[src/rtl/rv_operand_stage.sv]
// Operand-fetch stage: register file, write-back scoreboard with RAW/WAW stall,
// optional write-back bypass and one registered output slot with valid/ready handshake.
module rv_operand_stage #(
    parameter int unsigned XLEN   = 32,
    parameter int unsigned NREGS  = 32,
    parameter int unsigned ADDR_W = 5,
    parameter bit          BYPASS = 1'b1
) (
    input  logic              clk,
    input  logic              rst,

    input  logic              in_valid,
    output logic              in_ready,
    input  logic [ADDR_W-1:0] in_rs1_addr,
    input  logic [ADDR_W-1:0] in_rs2_addr,
    input  logic [ADDR_W-1:0] in_rd_addr,
    input  logic              in_rd_we,
    input  logic [XLEN-1:0]   in_imm,
    input  logic [XLEN-1:0]   in_pc,
    input  logic              in_use_imm,
    input  logic              in_use_pc,

    output logic              out_valid,
    input  logic              out_ready,
    output logic [XLEN-1:0]   out_op_a,
    output logic [XLEN-1:0]   out_op_b,
    output logic [XLEN-1:0]   out_rs2_data,
    output logic [ADDR_W-1:0] out_rd_addr,
    output logic              out_rd_we,

    input  logic              wb_en,
    input  logic [ADDR_W-1:0] wb_addr,
    input  logic [XLEN-1:0]   wb_data
);

    logic [XLEN-1:0]  regs_q [NREGS];
    logic [NREGS-1:0] busy_q;
    logic [NREGS-1:0] busy_d;

    logic            rs1_bypass;
    logic            rs2_bypass;
    logic [XLEN-1:0] rs1_val;
    logic [XLEN-1:0] rs2_val;
    logic            hazard;
    logic            fire_in;
    logic            fire_out;

    // Bypass forwards the value being written this edge so the reader need not wait a cycle.
    always_comb begin
        rs1_bypass = BYPASS && wb_en && (wb_addr == in_rs1_addr) && (in_rs1_addr != '0);
        rs2_bypass = BYPASS && wb_en && (wb_addr == in_rs2_addr) && (in_rs2_addr != '0);

        rs1_val = '0;
        if (rs1_bypass) begin
            rs1_val = wb_data;
        end else if (in_rs1_addr != '0) begin
            rs1_val = regs_q[in_rs1_addr];
        end

        rs2_val = '0;
        if (rs2_bypass) begin
            rs2_val = wb_data;
        end else if (in_rs2_addr != '0) begin
            rs2_val = regs_q[in_rs2_addr];
        end
    end

    // rs2 is checked even for immediate forms since it still feeds out_rs2_data.
    always_comb begin
        hazard = (busy_q[in_rs1_addr] && !rs1_bypass)
              || (busy_q[in_rs2_addr] && !rs2_bypass)
              || (in_rd_we && busy_q[in_rd_addr]);
        in_ready = rst && !hazard && (!out_valid || out_ready);
        fire_in  = in_valid && in_ready;
        fire_out = out_valid && out_ready;
    end

    // Clear before set so an issue and a write-back to the same register leave it busy.
    always_comb begin
        busy_d = busy_q;
        if (wb_en) begin
            busy_d[wb_addr] = 1'b0;
        end
        if (fire_in && in_rd_we && (in_rd_addr != '0)) begin
            busy_d[in_rd_addr] = 1'b1;
        end
        busy_d[0] = 1'b0;
    end

    always_ff @(posedge clk) begin
        if (!rst) begin
            for (int unsigned i = 0; i < NREGS; i++) begin
                regs_q[i] <= '0;
            end
        end else if (wb_en && (wb_addr != '0)) begin
            regs_q[wb_addr] <= wb_data;
        end
    end

    always_ff @(posedge clk) begin
        if (!rst) begin
            busy_q <= '0;
        end else begin
            busy_q <= busy_d;
        end
    end

    always_ff @(posedge clk) begin
        if (!rst) begin
            out_valid    <= 1'b0;
            out_op_a     <= '0;
            out_op_b     <= '0;
            out_rs2_data <= '0;
            out_rd_addr  <= '0;
            out_rd_we    <= 1'b0;
        end else if (fire_in) begin
            out_valid    <= 1'b1;
            out_op_a     <= in_use_pc  ? in_pc  : rs1_val;
            out_op_b     <= in_use_imm ? in_imm : rs2_val;
            out_rs2_data <= rs2_val;
            out_rd_addr  <= in_rd_addr;
            out_rd_we    <= in_rd_we;
        end else if (fire_out) begin
            out_valid    <= 1'b0;
        end
    end

endmodule

[config.mk]
export PLATFORM = sky130hd
export DESIGN_NAME = rv_operand_stage
export DESIGN_NICKNAME = d
export VERILOG_FILES = /design/src/rtl/rv_operand_stage.sv
export SDC_FILE = /design/constraint.sdc
export NUM_CORES = 2
export LEC_CHECK = 0
export BUFFER_PORTS_ARGS = -buffer_cell sky130_fd_sc_hd__buf_4
export CAP_MARGIN = 0
export CORE_MARGIN = 2
export CORE_UTILIZATION = 45
export CTS_BUF_LIST = sky130_fd_sc_hd__clkbuf_4
export DETAILED_ROUTE_END_ITERATION = 8
export PLACE_DENSITY = 0.64
export SYNTH_ARGS = -nofsm -noshare
export SYNTH_HDL_FRONTEND = slang
export SYNTH_SLANG_ARGS = --single-unit
[constraint.sdc]
create_clock -name clk -period 7.1 [get_ports clk]
set_input_delay 1.42 -clock clk [delete_from_list [all_inputs] [get_ports clk]]
set_output_delay 1.42 -clock clk [all_outputs]
set_load 0.02 [all_outputs]
==> impl_results.md <==
* Post-Syn Area per Cell at 13.2 µm²
* Tmin final at 5730 ps
* Setup CP Type: input port to output pin
* DR vias/cell at 6.64
* Gr ovfl total at 0
* Status: complete, no violations
* Peak Freq at roughly 170 MHz
* Hold Path Class: input port to flip-flop
* Synth Register Bits at 1,158
* Setup ws final at roughly 1400 ps
* Sequential area share after synthesis at 0.550
* Fin. Hold Viols at 0
* Vias in the first global route at about 44,000
* LEAKAGE at around 25 nW
* Syn Inst Count at between 4,000 and 5,000
* Pwr dens at around 240 nW/µm²
* Worst-path clk slew at roughly 60 ps
* Post-CTS Hold Buffers at 0
* Post-Synthesis Cell Area at between 60,000 and 70,000 µm²
* Via count at 45,700
* Largest net degree at the start of global routing at between 100 and 150
* DRT Pass-1 Iters at 6
* CP peak stage delay at about 870 ps
* Unrepaired setup endpoints after global routing: no
* Final core occ at 0.515
* Max rail drop VDD at between 0.15 and 0.2 mV
* Port Buffers at between 200 and 250
* Post-CTS Setup Inserts at 0
* Fin cells at 6,881
* Initial antenna violation count at 33
* Iteration-0 DRC Markers at about 7,400
* Post-CTS resize count at 0
* Share of flip-flops with an asynchronous set or reset at 0
* CORE AREA at between 100,000 and 150,000 µm²
* Final period util at 0.807
* Most frequently used flop master after synthesis: edfxtp_1
* Ports at ~230
* Total global-route track usage at 0.347
* Post-synth EDFFs at just over 1,000
* Final Max Slew Viols at 0
* Max Cap Viol at 0
* Commonest non-fill, non-tap cell in the layout: edfxtp_1
* Data arrival time of the critical path at 4310 ps
* TNS Setup at 0 ps
* Initial core utilization at 0.454
* Most frequent cells in the layout: edfxtp_1, and2_1, mux2i_1
* Worst slew margin at 0.0197
* WL/cell at approximately 35 µm
* Clock skew at between 60 and 70 ps
* First-pass GRT wire length at 335 mm
* Family with the most delay on the worst path: buffers and inverters
* Net count reported at finish at between 4,000 and 5,000
* Final GP Congestion at between 0.9 and 1
* Worst Path Buf+Inv at 4
* Cell repeated most along the worst path: buf_4
* Later-pin clock latency in the skew report at approximately 1300 ps
* Num rows at approximately 130
* Slowest-stage cell, CP: a2111oi_1
* Final antenna-violating net count at 0
* Root buffer cell: clkbuf_4
* Num CTS Buffers at 324
* Post-route DRC at 0
* Routed WL at around 240 mm
* Die Area at between 100,000 and 150,000 µm²
* Worst setup SP type: input port
* Worst-Margin Slew at 1470 ps
* Crit Path Max Fanout at 67
* Total power at between 15 and 20 mW
* Detailed placer's ending HPWL at approximately 140 mm
* CTS tree: done
* Die H at approximately 370 µm
* Ys Warns at 0
* Pre-CTS setup slack at 1370 ps
* Element type at the critical path end: output pin
* Die width at 372 µm
* Proportion of layout cells with a drive suffix above 1 at 0.258
* # setup viols final at 0
* Clock buffer depth at 4
* Post-synth cell types at 70
* H-tree Lvls at 5
* Synth-to-Final Area Change at 13.3%
* CP Data Required Time at ~5700 ps
* Placed Cells at about 6,300
* CTS sink count at ~1,200
* Crit path cell chain: buf_8, clkinv_1, mux2_2, nand2_1, a2111oi_1, nor4_2, buf_4, buf_4
power by group:
part	switching (mW)	internal, mW
registers	0.207	7.79
logic	1.40	0.761
clock network	2.90	3.24
cell type report:
cell class | count | area (µm²)
Sequential cell | 1158 | 33400
Fill cell | 11400 | 64900
Timing Repair Buffer | 382 | 3000
Tap cell | 1768 | 2210
Antenna cell | 28 | 70.1
Clock inverter | 41 | 208
Clock buffer | 501 | 3760
Inverter | 18 | 67.6
Multi-Input combinational cell | 2985 | 26100
Yosys cell counts (all sizes together), types with 79 or more instances:
master / number / area, µm²
clkbuf: 351 / 1320
mux2i: 518 / 5180
a22oi: 238 / 1790
edfxtp: 1024 / 30700
nor2: 112 / 420
mux4: 296 / 6670
and2: 994 / 6220
nand3: 105 / 526
o21ai: 130 / 651
o22ai: 79 / 494
buf: 134 / 652
dfxtp: 134 / 2680
state kept, by name, summed over array words and instances (netlist names):
signal and flops:
out_valid 1, out_rd_we 1, out_op_b 32, out_rd_addr 5, busy_q 31, out_rs2_data 32, regs_q 1024, out_op_a 32
routing by layer:
layer,GRT usage,up-vias,share of wire
met1,0.454,22800,0.36
met5,0,-,0.00028
met2,0.492,3784,0.42
li1,-,18300,-
met3,0.130,787,0.15
met4,0.198,10,0.060
tightest hold or removal path: cells and delay by family:
kind / cells / cell delay [ps]
buf+inv: 1 / 110
simple gates: 1 / 80
compound gates: 1 / 60
final timing paths:
kind                                                    from                      endpoint  slack (ps)  cells past startpoint
worst max-delay path                          in_rs2_addr[1]                      in_ready        1370                      8
worst min-delay path                               in_pc[31]     out_op_a[31]$_SDFFE_PN0P_         400                      3
worst max register to register          busy_q[4]$_SDFF_PN0_     out_op_b[19]$_SDFFE_PN0P_        3600                      8
worst min register to register  out_rs2_data[2]$_SDFFE_PN0P_  out_rs2_data[2]$_SDFFE_PN0P_         460                      2
cells by family (layout without fill, tap and decap cells):
group | after synthesis | after routing | share of synthesized area
AOI/OAI and AO/OA | 679 | 679 | 0.0785
xor gates and xnor gates | 9 | 9 | 0.00130
buffers and inverters | 503 | 942 | 0.0335
DFF | 1158 | 1158 | 0.550
muxes | 823 | 823 | 0.197
other | 1 | 60 | 0.0000617
and+or+nand+nor | 1442 | 1442 | 0.140
metrics by stage:
step                hold WS, ps  cell area, µm²
global placement            451           64800
global route                366           68800
floorplan                   465           60900
CTS                         328           68800
detailed placement          453           64800
finish                      398           68900
Power figures use the tool's default switching activity.
